### config.mk
export PLATFORM = sky130hd
export DESIGN_NAME = j1_loader
export DESIGN_NICKNAME = d
export VERILOG_FILES = /design/src/rtl/j1_pkg.sv /design/src/rtl/j1_loader.sv
export SDC_FILE = /design/constraint.sdc
export NUM_CORES = 1
export LEC_CHECK = 0
export CORE_MARGIN = 1
export CORE_UTILIZATION = 50
export CTS_CLUSTER_DIAMETER = 200
export DETAILED_ROUTE_END_ITERATION = 6
export PLACE_DENSITY = 0.78
export SLEW_MARGIN = 20
export SYNTH_ARGS = -nofsm -noshare
export SYNTH_HDL_FRONTEND = slang
export SYNTH_SLANG_ARGS = --single-unit
### constraint.sdc
create_clock -name sys_clk_i -period 5.75 [get_ports sys_clk_i]
set_input_delay 1.4375 -clock sys_clk_i [delete_from_list [all_inputs] [get_ports sys_clk_i]]
set_output_delay 1.4375 -clock sys_clk_i [all_outputs]
set_load 0.005 [all_outputs]
### src/rtl/j1_pkg.sv
// Shared definitions for the J1 program loader: state encoding, frame marker
// and checksum width.
package j1_pkg;

    typedef enum logic [2:0] {
        IDLE,
        CNT_LO,
        CNT_HI,
        DAT_LO,
        DAT_HI,
        WRITE,
        CSUM,
        RUN
    } j1_state_e;

    localparam logic [7:0] SYNC_BYTE_DEF = 8'hA5;
    localparam int         CSUM_W        = 8;

endpackage

### src/rtl/j1_loader.sv
// Byte-stream boot loader: receives a framed program image, writes it into
// J1 program memory and holds the core in reset until a good image is loaded.
module j1_loader
    import j1_pkg::*;
#(
    parameter logic [7:0] SYNC_BYTE = SYNC_BYTE_DEF,
    parameter int         MAX_WORDS = 8192,
    parameter int         TIMEOUT   = 100000
) (
    input  logic        sys_clk_i,
    input  logic        sys_rst_i,
    input  logic [7:0]  rx_data,
    input  logic        rx_valid,
    output logic        rx_ready,
    input  logic        reload_i,
    output logic        cpu_rst_o,
    output logic [15:0] pgm_addr,
    output logic [15:0] pgm_data,
    output logic        pgm_we,
    output logic        load_done,
    output logic        load_err
);

    localparam int TMR_W = $clog2(TIMEOUT + 1);

    j1_state_e           state_reg, state_next;
    logic [15:0]         count_reg;
    logic [15:0]         index_reg;
    logic [CSUM_W-1:0]   csum_reg;
    logic [7:0]          lo_reg;
    logic [TMR_W-1:0]    timer_reg;
    logic                rx_ready_reg, cpu_rst_reg, load_done_reg, load_err_reg, pgm_we_reg;
    logic [15:0]         pgm_addr_reg, pgm_data_reg;

    logic                accept;
    logic                waiting;
    logic                timeout_hit;
    logic                err_set, err_clr;
    logic [15:0]         cnt_word;

    assign accept      = rx_valid & rx_ready_reg;
    assign waiting     = state_reg inside {CNT_LO, CNT_HI, DAT_LO, DAT_HI, CSUM};
    assign timeout_hit = waiting && !accept && (timer_reg == TMR_W'(TIMEOUT - 1));
    assign cnt_word    = {rx_data, count_reg[7:0]};

    always_comb begin
        state_next = state_reg;
        err_set    = 1'b0;
        err_clr    = 1'b0;
        case (state_reg)
            IDLE: begin
                if (accept && rx_data == SYNC_BYTE) begin
                    state_next = CNT_LO;
                    err_clr    = 1'b1;
                end
            end
            CNT_LO: if (accept) state_next = CNT_HI;
            CNT_HI: begin
                if (accept) begin
                    if (cnt_word == 16'd0 || {16'd0, cnt_word} > 32'(MAX_WORDS)) begin
                        state_next = IDLE;
                        err_set    = 1'b1;
                    end else begin
                        state_next = DAT_LO;
                    end
                end
            end
            DAT_LO: if (accept) state_next = DAT_HI;
            DAT_HI: if (accept) state_next = WRITE;
            WRITE:  state_next = (index_reg == count_reg - 16'd1) ? CSUM : DAT_LO;
            CSUM: begin
                if (accept) begin
                    if (rx_data == csum_reg) begin
                        state_next = RUN;
                    end else begin
                        state_next = IDLE;
                        err_set    = 1'b1;
                    end
                end
            end
            RUN: if (reload_i) state_next = IDLE;
            default: state_next = IDLE;
        endcase
        // A stalled sender abandons the frame regardless of which byte it owed.
        if (timeout_hit) begin
            state_next = IDLE;
            err_set    = 1'b1;
        end
    end

    always_ff @(posedge sys_clk_i or posedge sys_rst_i) begin
        if (sys_rst_i) begin
            state_reg     <= IDLE;
            count_reg     <= '0;
            index_reg     <= '0;
            csum_reg      <= '0;
            lo_reg        <= '0;
            timer_reg     <= '0;
            rx_ready_reg  <= 1'b0;
            cpu_rst_reg   <= 1'b1;
            load_done_reg <= 1'b0;
            load_err_reg  <= 1'b0;
            pgm_we_reg    <= 1'b0;
            pgm_addr_reg  <= '0;
            pgm_data_reg  <= '0;
        end else begin
            state_reg <= state_next;

            if (waiting && !accept) timer_reg <= timer_reg + TMR_W'(1);
            else                    timer_reg <= '0;

            case (state_reg)
                CNT_LO: if (accept) count_reg[7:0] <= rx_data;
                CNT_HI: begin
                    if (accept) begin
                        count_reg[15:8] <= rx_data;
                        index_reg       <= '0;
                        csum_reg        <= '0;
                    end
                end
                DAT_LO: begin
                    if (accept) begin
                        lo_reg   <= rx_data;
                        csum_reg <= csum_reg + rx_data;
                    end
                end
                DAT_HI: begin
                    if (accept) begin
                        csum_reg     <= csum_reg + rx_data;
                        pgm_data_reg <= {rx_data, lo_reg};
                        pgm_addr_reg <= {2'b00, index_reg[12:0], 1'b0};
                    end
                end
                WRITE:   index_reg <= index_reg + 16'd1;
                default: ;
            endcase

            // Outputs are registered from the next state so they line up with it.
            rx_ready_reg  <= !(state_next inside {WRITE, RUN});
            cpu_rst_reg   <= (state_next != RUN);
            load_done_reg <= (state_next == RUN);
            pgm_we_reg    <= (state_next == WRITE);

            if (err_set)      load_err_reg <= 1'b1;
            else if (err_clr) load_err_reg <= 1'b0;
        end
    end

    assign rx_ready  = rx_ready_reg;
    assign cpu_rst_o = cpu_rst_reg;
    assign load_done = load_done_reg;
    assign load_err  = load_err_reg;
    assign pgm_we    = pgm_we_reg;
    assign pgm_addr  = pgm_addr_reg;
    assign pgm_data  = pgm_data_reg;

endmodule

## Word-level counts from Yosys, hierarchy flattened

Index checks and enable logic that the tools add are counted.

| word-level totals | value |
|---|---|
| flip-flop bits (word level) | 102 |
| input port bits | 12 |
| output and inout bits | 37 |
| word-level logic and storage cells | 84 |

| cells by class | value |
|---|---|
| add/subtract/negate cells | 4 |
| $lt $le $gt $ge | 1 |
| equal/unequal tests | 16 |
| mux-type cells | 28 |
| bitwise logic cells | 1 |
| reductions and logical operators | 20 |

Operator list:

| operator | number |
|---|---|
| one-hot mux 16 bit (2 select lines) | 1 |
| 2-to-1 mux 3 bit | 10 |
| one-hot mux 3 bit (8 select lines) | 1 |
| == test 3 bit (second input constant) | 6 |
| adder 17 x 1 -> 17 bit (second input constant) | 1 |
| == test 17 bit (second input constant) | 1 |
| 2-to-1 mux 17 bit | 1 |
| adder 16 x 1 -> 16 bit (second input constant) | 1 |
| == test 16 bit | 1 |
| greater-than comparator 16 x 14 -> 1 bit (second input constant) | 1 |
| zero test 16 bit | 1 |
| 2-to-1 mux 16 bit | 1 |
| 2-to-1 mux 8 bit | 2 |
| one-hot mux 8 bit (2 select lines) | 1 |
| subtractor 16 x 1 -> 16 bit (second input constant) | 1 |
| AND reduction 2 bit | 5 |
| 2-to-1 mux 1 bit | 9 |
| adder 8 bit | 1 |
| == test 8 bit | 1 |
| == test 8 bit (second input constant) | 1 |
| nonzero test 2 bit | 4 |
| == test 3 x 2 -> 1 bit (second input constant) | 2 |
| nonzero test 5 bit | 1 |
| == test 3 x 1 -> 1 bit (second input constant) | 1 |
| 12 further kinds | 15 |

## Depth between registers and ports, before layout

| logic depth | value |
|---|---|
| word-level depth | 9 |
| gate-level depth with buffers | 10 |
| mapped depth without buffers | 9 |

## Worst setup path after synthesis

No wires, ideal clock.

| path | value |
|---|---|
| path type | input to register |
| start | input port rx_data[1] |
| end | register csum_reg[7] |
| setup time | 0.130 ns |
| arrival time | 2.851 ns |
| required time | 5.620 ns |
| setup slack | 2.769 ns |
| cell stages on the path | 8 |
| path buffers | 0 |
| cells stage by stage | ha_1 -> a21o_1 -> a21oi_1 -> o21ai_0 -> o41ai_1 -> xor2_1 -> o211ai_1 -> o31ai_1 |

| between the ends | value |
|---|---|
| cells in the longest elaborated chain, start to end | 3 |

Ends and longest elaborated chain:

| item | line | RTL |
|---|---|---|
| start: declaration | j1_loader.sv:12 | `input logic [7:0] rx_data,` |
| adder 8 bit | j1_loader.sv:124, j1_loader.sv:129 |  |
| 2-to-1 mux 8 bit | j1_loader.sv:122, j1_loader.sv:128 |  |
| one-hot mux 8 bit (2 select lines) | j1_loader.sv:112 | `case (state_reg)` |
| end signal: assignment | j1_loader.sv:124 | `csum_reg <= csum_reg + rx_data;` |
| end signal: assignment | j1_loader.sv:129 | `csum_reg <= csum_reg + rx_data;` |
| end: declaration | j1_loader.sv:29 | `logic [CSUM_W-1:0] csum_reg;` |

Every way passes these cells. The select of a mux whose other input is x is not followed.
A chain may end at the register's enable or synchronous reset.

## Final worst setup path

| path | value |
|---|---|
| start | input port rx_valid |
| end | register csum_reg[7] |

| between the ends | value |
|---|---|
| cells in the longest elaborated chain, start to end | 3 |
| elaborated cells between the ends (all ways) | 4 |
| those cells by class | 2 x eq/ne; 1 x bitwise; 1 x reduce/logical |

Ends and longest elaborated chain:

| item | line | RTL |
|---|---|---|
| start: declaration | j1_loader.sv:13 | `input logic rx_valid,` |
| bitwise AND 1 bit (*) | j1_loader.sv:41 | `assign accept = rx_valid & rx_ready_reg;` |
| inequality test 2 x 1 -> 1 bit (no line) / inequality test 2 bit (equally long branches) | -- |  |
| AND reduction 3 bit (no line) (*) | -- |  |

Every way passes the cells marked *; elsewhere a longest branch is shown, timed or not.

==> impl_metrics.ini <==
[outcome]
status = finished clean

[floorplanning]
placementRows = 36
pin_count = 49
initial_core_util_pct = 52.6
design.core.area_um2 = 9950
die_x_um = 104
die-area_um2 = 10900
die_h_um = 104

[layout]
nFillCells = 827
area_growth_pct = 14.0
layout_common_cells = 101 x dfrtp_1, 53 x mux2_2, 45 x clkdlybuf4s50_1, 37 x nor2_1, 36 x nand2_1
largest_reg_flops = 17
seqCellArea_um2 = 2550
fin_nets = 547
final_cells = 661
multi_input_area_um2 = 2510
layout-drive-gt1-share_pct = 15.3
final_common_cell = dfrtp_1
diodes = 0

[drt]
drt_pass1_iterations = 4
drt-total-wl_um = 10600
drt_iter0_markers = 226
antenna_left = 0
via_per_inst = 5.60
routedWlPerCell_um = 16.0
drcViolationCount = 0
vias = 3699

[power]
p_int_mw = 1.34
peakVddDrop_mv = 0.162
power_frac_clock_pct = 24.6
leakage_nw = 2.60
seqPwrFrac_pct = 47.1
pwr-share-comb_pct = 28.3
power_density_nw_per_um2 = 328
switching_power_uw = 615
p_sw_share_pct = 31.4

[place]
gp_congestion = 0.843
port_buffers = 45
dpl_worst_slack_ns = 1.47
hpwl_um = 7390
dp_cells = 645

[global_route]
grt_pass1_vias = 3835
grt_usage_pct = 20.8
use_met1_pct = 26.6
met3_usage_pct = 4.76
grt_overflow_total = 0
use_met2_pct = 35.8
grt_pass1_wl_um = 18300
busiest_layer = met2
antenna_found_initial = 0
grt_max_degree = 77

[critical_path]
cp.required_ns = 5.97
arrival_ns = 4.08
cp-end-kind = flop
critical_path_class = input port to flop
cp_max_fo = 20
worstSetupStartpointType = input port

[sta]
finalSetupTns_ns = 0
hold_viol_final = 0
setup_viol = 0
worst_slack_ns = 1.89
finClkSkew_ns = 0.00921
fmax_mhz = 259
maxSlewViolCount = 0
tightest_slew_ns = 1.02
slew_headroom_pct = 31.6
period_share_pct = 67.1
rsz0062_at_grt = false
layout_min_cycle_time_ns = 3.86

[clocking]
clock_sinks = 102
cts_root_buf = clkbuf_8
cts_buffers = 9
clk_pin_slew_ns = 0.09
h-tree-depth = 3
holdBufCountCts = 0
cts_tree = yes
cts_setup_buffers = 0
clk_path_buf_depth = 2
cts_resized = 0
worstSkewPairLatency_ns = 0.36

[worst_hold_path]
hp-class = flop to flop

[job]
cap_viol_max_count = 0

[logic_synthesis]
synth_area_per_cell_um2 = 10.7
ys_ff_latch = 102
netlist_area_um2 = 5240
yosysWarnings = 0
synth_cells = 488
async_flop_share_pct = 100
synth_ff_type = dfrtp_1
synth_edf_count = 0
synth_cell_types = 59
seq_area_frac_synth_pct = 48.8
[worst paths after layout]
path	from	end	slack [ns]	depth (start not counted)
worst max-delay path	rx_valid	csum_reg[7]	1.89	8
worst min-delay path	pgm_addr[4]	pgm_addr[4]	0.51	1
worst max register to register	state_reg[0]	csum_reg[7]	3.06	6
worst min register to register	pgm_addr[4]	pgm_addr[4]	0.51	1
max in group asynchronous	sys_rst_i	index_reg[12]	3.24	3
min in group asynchronous	sys_rst_i	lo_reg[5]	1.61	2
[critical path, cell delays in order]
cell and delay (ns):
clkdlybuf4s50_1 0.50, nand2_1 0.09, nor2_1 0.30, nand2_1 0.14
nor2_2 0.80, nor2_1 0.44, o211ai_1 0.28, o31ai_1 0.09
[per-layer routing]
metal | wire (µm) | part of all wire (%)
met4 | 89 | 0.84
met2 | 5270 | 50
met5 | 0 | 0
met3 | 446 | 4.2
met1 | 4750 | 45
[metrics by stage]
step | instance area [µm²] | hold slack, ns | power (mW) | utilization [%]
4_1_cts | 5970 | 0.516 | 1.97 | 60.0
3_3_place_gp | 5760 | 0.470 | 1.46 | 57.8
5_1_grt | 5970 | 0.539 | 2.08 | 60.0
6_report | 5970 | 0.510 | 1.96 | 60.0
3_5_place_dp | 5760 | 0.475 | 1.49 | 57.8
2_1_floorplan | 5250 | 0.455 | 1.33 | -
[cell usage after synthesis (10+ instances only)]
cell	instances	area share, %
nand3_1	29	2.8
a21oi_1	13	1.2
xnor2_1	23	3.8
ha_1	11	2.6
dfrtp_1	101	48
nor3_1	12	1.1
nand4_1	10	1.2
mux2_2	53	11
nor2_1	38	2.7
nand2_1	36	2.6
xor2_1	19	3.2
clkbuf_1	14	1.0
o21ai_0	22	2.1
inv_1	15	1.1
[cells by family (layout without fill, tap and decap cells)]
| family | after synthesis | after routing | synth area share (%) |
|---|---|---|---|
| mux | 62 | 62 | 13.1 |
| compound gates | 70 | 70 | 8.65 |
| buf+inv | 40 | 78 | 3.44 |
| fa+ha+maj | 12 | 12 | 3.01 |
| flops | 102 | 102 | 48.8 |
| xor+xnor | 42 | 42 | 7.02 |
| other cells | 1 | 3 | 0.0716 |
| simple gates | 159 | 159 | 15.9 |
[power groups by stage]
stage | sequential (mW) | clock, mW | combinational (mW)
after floorplan | 0.900 | 0 | 0.428
after global placement | 0.929 | 0 | 0.528
after detailed placement | 0.935 | 0 | 0.551
after CTS | 0.922 | 0.493 | 0.556
after global routing | 0.939 | 0.526 | 0.616
final | 0.923 | 0.483 | 0.554
[area by class of cell]
class | count | area share (%)
Tap cell | 133 | 2.79
Sequential cell | 102 | 42.8
Inverter | 15 | 0.985
Timing Repair Buffer | 47 | 7.80
Clock buffer | 11 | 2.20
Multi-Input combinational cell | 348 | 42.1
Clock inverter | 5 | 1.36
No activity file was read; power rests on OpenSTA's default activity.
